--- src/rtl/rate_sel_timebase.sv ---
// rate_sel_timebase
//
// Runtime-selectable data-rate timebase for the array driver, running in the
// 48 MHz command clock domain. The command clock is divided by 2^d, where d is
// chosen over the USB command path. The divided rate drives the carrier-period
// and phase-step counters. Their lengths are the d=0 base lengths shifted right
// by d, so one carrier period always spans BASE_PERIOD_CYCLES clocks.
//
// A new d is never applied immediately. It is held as pending and committed
// after the last data-rate enable of the current period. That way the
// transducer outputs always see whole periods.
//
// Ports:
//   i_clk           command/system clock (48 MHz)
//   i_reset         asynchronous, active-high reset
//   i_command       single-cycle command strobe
//   i_command_data  command word: [31:24] opcode, [7:0] argument
//   o_reply         single-cycle reply strobe, one cycle after i_command
//   o_reply_data    reply word: [31:24] opcode, [23:16] status,
//                   [15:8] active d, [7:0] pending d (active d if none pending)
//   o_data_ce       data-rate enable, one i_clk cycle wide
//   o_data_clk      divided square-wave data clock for the board pin (0 at d=0)
//   o_period_start  high on the enable that begins a carrier period
//   o_phase_step    high on the enable that begins a phase step
//   o_phase_index   phase-step index within the current period
//   o_div_log2      active d
//   o_mode_pending  a rate change is waiting for a period boundary

module rate_sel_timebase #(
  parameter int unsigned BASE_PERIOD_CYCLES = 1200,
  parameter int unsigned BASE_PHASE_CYCLES  = 64,
  parameter int unsigned MAX_DIV_LOG2       = 3,
  parameter int unsigned DEFAULT_DIV_LOG2   = 1,
  parameter logic [7:0]  CMD_SET            = 8'hD0,
  parameter logic [7:0]  CMD_QUERY          = 8'hD1
) (
  input  logic        i_clk,
  input  logic        i_reset,
  input  logic        i_command,
  input  logic [31:0] i_command_data,
  output logic        o_reply,
  output logic [31:0] o_reply_data,
  output logic        o_data_ce,
  output logic        o_data_clk,
  output logic        o_period_start,
  output logic        o_phase_step,
  output logic [7:0]  o_phase_index,
  output logic [2:0]  o_div_log2,
  output logic        o_mode_pending
);

  localparam int unsigned DivW = (MAX_DIV_LOG2 > 0) ? MAX_DIV_LOG2 : 1;
  localparam int unsigned PerW = ($clog2(BASE_PERIOD_CYCLES) > 0) ? $clog2(BASE_PERIOD_CYCLES) : 1;
  localparam int unsigned PhW  = ($clog2(BASE_PHASE_CYCLES) > 0) ? $clog2(BASE_PHASE_CYCLES) : 1;

  // State
  logic [2:0]      div_log2_q, div_log2_d;
  logic [2:0]      pend_q, pend_d;
  logic            pend_valid_q, pend_valid_d;
  logic [DivW-1:0] div_cnt_q, div_cnt_d;
  logic [PerW-1:0] period_cnt_q, period_cnt_d;
  logic [PhW-1:0]  phase_cnt_q, phase_cnt_d;
  logic [7:0]      phase_index_q, phase_index_d;
  logic            first_q, first_d;
  logic            data_ce_q, data_ce_d;
  logic            data_clk_q, data_clk_d;
  logic            reply_q, reply_d;
  logic [31:0]     reply_data_q, reply_data_d;

  // Derived terms
  logic [DivW-1:0] div_last;
  logic [DivW-1:0] half_next;
  logic [PerW-1:0] period_last;
  logic [PhW-1:0]  phase_last;
  logic            period_end;
  logic [7:0]      cmd_op;
  logic [7:0]      cmd_arg;
  logic [7:0]      status;
  logic            unused_cmd_bits;

  assign cmd_op          = i_command_data[31:24];
  assign cmd_arg         = i_command_data[7:0];
  assign unused_cmd_bits = ^i_command_data[23:8];

  // Terminal counts at the active rate
  always_comb begin
    div_last    = DivW'((32'd1 << div_log2_q) - 32'd1);
    period_last = PerW'((BASE_PERIOD_CYCLES >> div_log2_q) - 32'd1);
    phase_last  = PhW'((BASE_PHASE_CYCLES >> div_log2_q) - 32'd1);
  end

  // Last enable of the current carrier period: the only place d may change.
  assign period_end = data_ce_q && (period_cnt_q == period_last);

  always_comb begin
    div_log2_d    = div_log2_q;
    pend_d        = pend_q;
    pend_valid_d  = pend_valid_q;
    period_cnt_d  = period_cnt_q;
    phase_cnt_d   = phase_cnt_q;
    phase_index_d = phase_index_q;
    first_d       = first_q;
    reply_d       = 1'b0;
    reply_data_d  = reply_data_q;
    status        = 8'h00;
    half_next     = '0;

    // Divider. The enable is decoded from the count before it wraps, so it
    // lands in the cycle where div_cnt is back at 0.
    div_cnt_d = (div_cnt_q == div_last) ? '0 : div_cnt_q + DivW'(1);
    data_ce_d = (div_cnt_q == div_last);

    // Period and phase counters advance only on data-rate enables.
    if (data_ce_q) begin
      first_d = 1'b0;
      if (period_cnt_q == period_last) begin
        // The trailing partial phase step is dropped, not carried over.
        period_cnt_d  = '0;
        phase_cnt_d   = '0;
        phase_index_d = 8'd0;
      end else begin
        period_cnt_d = period_cnt_q + PerW'(1);
        if (phase_cnt_q == phase_last) begin
          phase_cnt_d   = '0;
          phase_index_d = phase_index_q + 8'd1;
        end else begin
          phase_cnt_d = phase_cnt_q + PhW'(1);
        end
      end
    end

    // Commit a pending rate after the last enable of the period. The
    // counters restart, so the first enable at the new rate opens a period.
    if (period_end && pend_valid_q) begin
      div_log2_d   = pend_q;
      div_cnt_d    = '0;
      period_cnt_d = '0;
      phase_cnt_d  = '0;
      first_d      = 1'b1;
      pend_valid_d = 1'b0;
    end

    // Square wave: low for the first half of the divided period, high for the
    // second. half_next is 0 when d is 0, which holds the pin low.
    half_next  = DivW'((32'd1 << div_log2_d) >> 1);
    data_clk_d = |(div_cnt_d & half_next);

    // Command decode. A request that arrives on the commit cycle becomes the
    // pending value for the following boundary.
    if (i_command) begin
      if (cmd_op == CMD_SET) begin
        reply_d = 1'b1;
        if (cmd_arg <= 8'(MAX_DIV_LOG2)) begin
          pend_d       = cmd_arg[2:0];
          pend_valid_d = 1'b1;
          status       = 8'h00;
        end else begin
          status = 8'h01;
        end
      end else if (cmd_op == CMD_QUERY) begin
        reply_d = 1'b1;
        status  = 8'h00;
      end
    end

    // The reply reports the state as it stands after this command.
    if (reply_d) begin
      reply_data_d = {cmd_op, status, 5'd0, div_log2_d, 5'd0,
                      pend_valid_d ? pend_d : div_log2_d};
    end
  end

  always_ff @(posedge i_clk or posedge i_reset) begin
    if (i_reset) begin
      div_log2_q    <= 3'(DEFAULT_DIV_LOG2);
      pend_q        <= 3'd0;
      pend_valid_q  <= 1'b0;
      div_cnt_q     <= '0;
      period_cnt_q  <= '0;
      phase_cnt_q   <= '0;
      phase_index_q <= 8'd0;
      first_q       <= 1'b1;
      data_ce_q     <= 1'b0;
      data_clk_q    <= 1'b0;
      reply_q       <= 1'b0;
      reply_data_q  <= 32'd0;
    end else begin
      div_log2_q    <= div_log2_d;
      pend_q        <= pend_d;
      pend_valid_q  <= pend_valid_d;
      div_cnt_q     <= div_cnt_d;
      period_cnt_q  <= period_cnt_d;
      phase_cnt_q   <= phase_cnt_d;
      phase_index_q <= phase_index_d;
      first_q       <= first_d;
      data_ce_q     <= data_ce_d;
      data_clk_q    <= data_clk_d;
      reply_q       <= reply_d;
      reply_data_q  <= reply_data_d;
    end
  end

  // Markers are qualified by the registered enable, so they share its cycle.
  assign o_period_start = data_ce_q && (first_q || (period_cnt_q == '0));
  assign o_phase_step   = data_ce_q && (phase_cnt_q == '0);
  assign o_phase_index  = phase_index_q;
  assign o_data_ce      = data_ce_q;
  assign o_data_clk     = data_clk_q;
  assign o_div_log2     = div_log2_q;
  assign o_mode_pending = pend_valid_q;
  assign o_reply        = reply_q;
  assign o_reply_data   = reply_data_q;

endmodule

--- config.mk ---
export PLATFORM = sky130hd
export DESIGN_NAME = rate_sel_timebase
export DESIGN_NICKNAME = d
export VERILOG_FILES = /design/src/rtl/rate_sel_timebase.sv
export SDC_FILE = /design/constraint.sdc
export NUM_CORES = 1
export LEC_CHECK = 0
export CAP_MARGIN = 20
export CORE_ASPECT_RATIO = 1.5
export CORE_MARGIN = 2
export CORE_UTILIZATION = 50
export DETAILED_ROUTE_END_ITERATION = 10
export PLACE_DENSITY = 0.81
export SLEW_MARGIN = 20
export SYNTH_ARGS = -nofsm -noshare
export SYNTH_HDL_FRONTEND = slang
export SYNTH_SLANG_ARGS = --single-unit
export TNS_END_PERCENT = 10
--- constraint.sdc ---
create_clock -name i_clk -period 4.05 [get_ports i_clk]
set_clock_uncertainty 0.2 [all_clocks]
set_input_delay 0.405 -clock i_clk [delete_from_list [all_inputs] [get_ports i_clk]]
set_output_delay 0.405 -clock i_clk [all_outputs]
set_load 0.01 [all_outputs]
==> flow_summary_export.csv, run 1 <==
group,metric,value,unit
run_status,status,"finished clean",
finish,drive_gt1_share,9.709,%
sta,finalMaxSlewViolations,0,
pwr,p_per_area,227.9,nW/um2
pwr,sw_frac_of_total,22.54,%
global_route,antenna_found_initial,0,
setup_path,cpPeakStageDelay,540,ps
finish,n_antenna_cell,0,
sta,finalHoldViolCount,0,
synth,synth_commonest_cells,"dfrtp_1, nand2_1, xnor2_1, nor2_1, o21ai_0",
setup_path,start_kind,"register",
clocking,post_cts_buffers,0,
sta,fmax,270.1,MHz
synth,synthArstFlopShare,100.0,%
clocking,cts_resized,0,
global_route,grt_pass1_vias,2588,
placement,dp_slack,344.4,ps
die,dieArea,7446,um2
finish,num-nets-final,461,
sta,period_needed,3703,ps
setup_path,crit_chain,"inv_1 > ha_1 > nand2b_1 > ha_1 > xor2_1 > xnor2_1 > nor4_1 > o2111a_1 > and4_4 > nand3_2 > mux2_4 > mux2_2",
hold_path,hold_class,"input pin to async pin",
setup_path,cp_data_arrival_time,3710,ps
clocking,cts_tree,"built",
pwr,clockPowerShare,34.2,%
global_route,grt_pass1_wl,12030,um
route,routed_wl,7279,um
synth,synth_area_per_cell,9.440,um2
synth,syn-cell-area,3379,um2
setup_path,cp.required,4060,ps
global_route,grt_start_max_net_pins,35,
placement,dp_hpwl,5594,um
pwr,pwr-share-seq,59.5,%
pwr,p_leak,1.802,nW
synth,synth.most_common_cell,"dfrtp_1",
die,core_area,6531,um2
clocking,clkLatencyLatePin,320,ps
clocking,ctsHoldBuffers,0,
synth,synth_edf_count,0,
sta,rsz0062_at_grt,"no",
placement,io_buffers,50,
setup_path,crit_path_end_kind,"register",
placement,placed_area,3938,um2
die,die_h,104.7,um
synth,ys_ff_latch,54,
die,initial_core_util,51.74,%
synth,ys_top_cells_by_area,"dfrtp_1, xnor2_1, ha_1, buf_4, xor2_1",
clocking,cts_sinks,54,
pwr,p_comb_share,6.3,%
route,vias_per_cell,5.557,
route,antenna_left,0,
clocking,clk_path_buf_depth,2,
pwr,internal_power,0.0007120,W
sta,setup_tns,0,ps
clocking,clock-root-buffer,"clkbuf_8",
synth,ys_warn_count,0,
route,drt_iter0_drc,160,
route,dr.pass1.iters,4,
setup_path,ff2ff_setup_slack,350,ps
die,num_io_pins,84,
global_route,grt_usage,20.37,%
sta,post-route-worst-setup-slack,347.0,ps
synth,synthFlopType,"dfrtp_1",
clocking,clkTransAtPathRegs,100,ps
finish,syn_to_final_growth,19.33,%
flow_run,cap_violations,0,
pwr,netSwitchingPower,0.0002072,W
route,routedWlPerCell,14.92,um
global_route,grt-ovfl-total,0,
synth,synthCells,358,
pwr,ir_drop,200.1,uV
synth,ys_types,60,
placement,gp_congestion,0.8791,
finish,design_area,4033,um2
route,drc,0,
setup_path,crit_top_cell,"ha_1",
synth,ys_seq_area_share,40.06,%
synth,synth_area_leader_cell,"dfrtp_1",
setup_path,crit_slowest_cell,"dfstp_2",
route,vias,2712,
synth,synth_top_area_share,38.50,%
sta,fin_crit_sh,91.43,%
setup_path,timing_worst_setup_path_type,"register to register",
sta,final-setup-viol-count,0,
clocking,cts_buffers,5,
setup_path,crit_path_max_fanout,7,
die,rows,36,
clocking,h-tree-depth,2,
die,die_x,71.13,um
[per-layer routing]
metal,track usage [%],up-vias,part of all wire [%]
met5,0,-,0
met4,12.13,0,4.7
met3,2.218,23,3.7
met2,34.58,84,51
met1,24.37,1299,41
li1,-,1306,-
[critical path: cells and delay by family, from the launching register on]
family / cells / cell delay (ps)
AOI/OAI and AO/OA: 1 / 270
xor gates and xnor gates: 2 / 330
adders and majority gates: 2 / 570
buffers and inverters: 1 / 60
DFF: 1 / 540
muxes: 2 / 600
and+or+nand+nor: 4 / 1010
[state kept, by name, indices dropped and copies added (netlist names)]
name	cells
o_div_log2	3
o_reply_data	15
div_cnt_q	3
o_mode_pending	1
o_phase_index	8
o_data_ce	1
phase_cnt_q	6
pend_q	3
period_cnt_q	11
first_q	1
o_data_clk	1
o_reply	1
[worst paths after layout]
check                                 start               end  cells past startpoint
setup / recovery              o_div_log2[0]   o_reply_data[8]                     12
hold / removal                      i_reset   period_cnt_q[5]                      2
setup reg to reg              o_div_log2[0]   o_reply_data[8]                     12
hold reg to reg            o_reply_data[31]  o_reply_data[31]                      1
max in group asynchronous           i_reset     o_div_log2[0]                      3
min in group i_clk         o_reply_data[31]  o_reply_data[31]                      1
[power by group through the flow]
stage | registers, W | clock network [W] | logic (W)
after global routing | 0.000548 | 0.000339 | 0.0000640
final | 0.000547 | 0.000314 | 0.0000576
after floorplan | 0.000560 | 0 | 0.0000319
after CTS | 0.000548 | 0.000323 | 0.0000588
after detailed placement | 0.000558 | 0 | 0.0000588
after global placement | 0.000558 | 0 | 0.0000553
[through the flow]
step | cells | util (%) | hold WS (ps) | total power (W)
floorplan | 374 | - | 269.4 | 0.0005923
global placement | 479 | 59.98 | 247.6 | 0.0006130
detailed placement | 480 | 60.29 | 251.5 | 0.0006165
CTS | 488 | 61.74 | 217.7 | 0.0009289
global route | 488 | 61.74 | 264.3 | 0.0009516
finish | 488 | 61.74 | 212.1 | 0.0009192
[layout make-up]
class,instances,area (um2)
sequential,54,1354
fill,516,2499
clock inverter,2,12.51
multi-input combinational,271,1814
tap,76,95.09
inverter,15,56.30
timing repair buffer,64,618.1
clock buffer,6,82.58
[cells in the final DEF (no fill, tap or decap), types with 3 or more instances in the layout]
master / instances
dfrtp_1: 52
clkdlybuf4s50_1: 50
nand2_1: 29
xnor2_1: 26
nor2_1: 21
o21ai_0: 19
conb_1: 17
ha_1: 15
inv_1: 13
xor2_1: 13
buf_4: 13
nor3_1: 10
nand3_1: 10
nand2b_1: 8
and2_1: 8
a21oi_1: 7
nor2b_1: 6
clkbuf_8: 6
mux2i_1: 5
nor4_1: 5
mux2_2: 5
and3_1: 4
a31oi_1: 4
o21a_1: 4
nand4_1: 4
o211ai_1: 4
nor3b_1: 3
o31ai_1: 3
o21ai_1: 3
nor4b_1: 3
a2bb2oi_1: 3
or3_1: 3
[cells by family (layout without fill, tap and decap cells)]
logic type	Yosys count	in the layout	share of synthesized area, %
AO/OA/AOI/OAI	59	59	11.18
other	1	17	0.1110
flip-flops	54	54	40.06
adder cells (fa/ha/maj)	15	15	5.553
multiplexers	12	12	3.998
XOR/XNOR	39	39	10.11
buffers and inverters	49	87	8.034
AND/OR/NAND/NOR	129	129	20.96
Power figures use the tool's default switching activity.
==> inputs of run 2 (changes only) <==
- SKIP_CTS_REPAIR_TIMING: unset -> 1
==> results of run 2 <==
Same layout as run 1: the final DEF is identical, and so are final timing and power.
==> inputs of run 3 (changes only) <==
- clock period: 4.05 -> 4.2 ns (I/O delays scaled with it)
==> flow_summary_export.csv, run 3 (same netlist as run 1, synthesis figures left out) <==
group,metric,value,unit
setup_path,ff2ff_setup_slack,180,ps
sta,period_needed,4017,ps
finish,largest_reg_flops,15,
sta,final-setup-viol-count,0,
route,routedWlPerCell,15.12,um
route,antenna_left,0,
setup_path,timing_worst_setup_path_type,"register to register",
setup_path,cpPeakStageDelay,650,ps
die,die_x,71.13,um
finish,regArea,1354,um2
finish,multi_input_area,1819,um2
placement,dp_hpwl,5456,um
finish,fin_util,61.55,%
placement,placed_area,3915,um2
die,die_h,104.7,um
die,rows,36,
finish,final_common_cell,"dfrtp_1",
finish,stdcell_count,485,
placement,io_buffers,50,
die,initial_core_util,51.74,%
placement,place_inst,477,
global_route,use_met2,34.78,%
setup_path,start_kind,"register",
finish,drive_gt1_share,9.535,%
setup_path,cp-startpoint,"o_div_log2[0]",
hold_path,hold_class,"input pin to async pin",
sta,fin_crit_sh,95.65,%
global_route,use_met1,24.36,%
route,drt_iter0_drc,141,
global_route,grt_start_max_net_pins,36,
clocking,cts_buffers,5,
setup_path,cp_data_arrival_time,4020,ps
die,num_io_pins,84,
clocking,cts_tree,"built",
global_route,grt-busiest-layer,"met2",
setup_path,path_buf_inv,2,
sta,finalMaxSlewViolations,0,
sta,rsz0062_at_grt,"no",
run_status,status,"finished clean",
clocking,clock-root-buffer,"clkbuf_8",
flow_run,cap_violations,0,
clocking,h-tree-depth,2,
clocking,clkTransAtPathRegs,100,ps
placement,gp_congestion,0.9100,
setup_path,cp_top_family,"simple AND/OR/NAND/NOR gates",
global_route,grt_pass1_wl,12290,um
setup_path,cp.required,4200,ps
setup_path,crit_path_max_fanout,8,
setup_path,timing.rr.start,"o_div_log2[0]",
setup_path,crit_chain,"inv_1 > ha_1 > nor2b_2 > inv_1 > o22ai_1 > ha_2 > xor2_1 > xnor2_1 > nor4_1 > o2111a_1 > and4_4 > nand3_2 > mux2_4 > mux2_2",
clocking,clkLatencyLatePin,320,ps
clocking,cts_sinks,54,
sta,worst_pin_slew,623.3,ps
sta,finalHoldViolCount,0,
finish,mostFrequentLayoutCells,"dfrtp_1, clkdlybuf4s50_1, nand2_1, xnor2_1, nor2_1",
global_route,use_met3,2.893,%
pwr,ir_drop,291.9,uV
setup_path,crit_slowest_cell,"dfstp_2",
sta,relSlewSlack,58.10,%
route,vias,2710,
route,vias_per_cell,5.588,
finish,design_area,4020,um2
pwr,p_leak,1.790,nW
sta,fmax,248.9,MHz
sta,setup_tns,0,ps
die,core_area,6531,um2
setup_path,crit_path_end_kind,"register",
clocking,clk_path_buf_depth,2,
pwr,finalPower,0.0008937,W
finish,num-nets-final,458,
finish,n_antenna_cell,0,
global_route,grt_usage,20.36,%
die,dieArea,7446,um2
global_route,antenna_found_initial,0,
route,dr.pass1.iters,4,
finish,fill_cells,520,
finish,syn_to_final_growth,18.96,%
pwr,p_per_area,222.3,nW/um2
route,drc,0,
global_route,grt_pass1_vias,2731,
setup_path,crit_top_cell,"inv_1",
global_route,grt-ovfl-total,0,
route,routed_wl,7334,um
run 3: worst register-to-register path, delay by kind of cell (launching register included):
kind	cells	cell delay, ps
XOR/XNOR	2	280
AO/OA/AOI/OAI	2	410
AND/OR/NAND/NOR	4	970
flip-flops	1	650
adder cells (fa/ha/maj)	2	540
multiplexers	2	610
buffers and inverters	2	240
run 3: final cells by class:
| class | instances | share of cell area, % |
|---|---|---|
| clock inverter | 2 | 0.4357 |
| inverter | 15 | 1.401 |
| timing repair buffer | 61 | 14.81 |
| clock buffer | 6 | 2.054 |
| sequential | 54 | 33.68 |
| tap | 76 | 2.365 |
| multi-input combinational | 271 | 45.25 |
run 3: per-layer routing:
layer	share of wire (%)	vias up	wire length (um)
met5	0	-	0
met1	41	1307	2997
met3	3.5	16	258
met2	53	80	3891
met4	2.5	0	187
li1	-	1307	-
run 3: power breakdown:
group	internal, W	switching [W]
combinational	0.0000287	0.0000268
sequential	0.000525	0.00000284
clock	0.000136	0.000174
total	0.000690	0.000204
run 3: path summary, 6_finish.rpt:
check / to / cells past startpoint
worst min-delay path: o_phase_index[6] / 2
worst max-delay path: o_reply_data[8] / 14
worst max register to register: o_reply_data[8] / 14
worst min register to register: o_reply_data[28] / 1
max in group asynchronous: o_div_log2[0] / 3
min in group i_clk: o_reply_data[28] / 1
run 3: per-stage QoR:
stage	setup WS (ps)	hold WS [ps]
floorplan	564.4	269.4
global placement	313.3	248.0
detailed placement	213.6	260.1
CTS	190.0	237.1
global route	30.81	287.7
finish	182.5	215.5
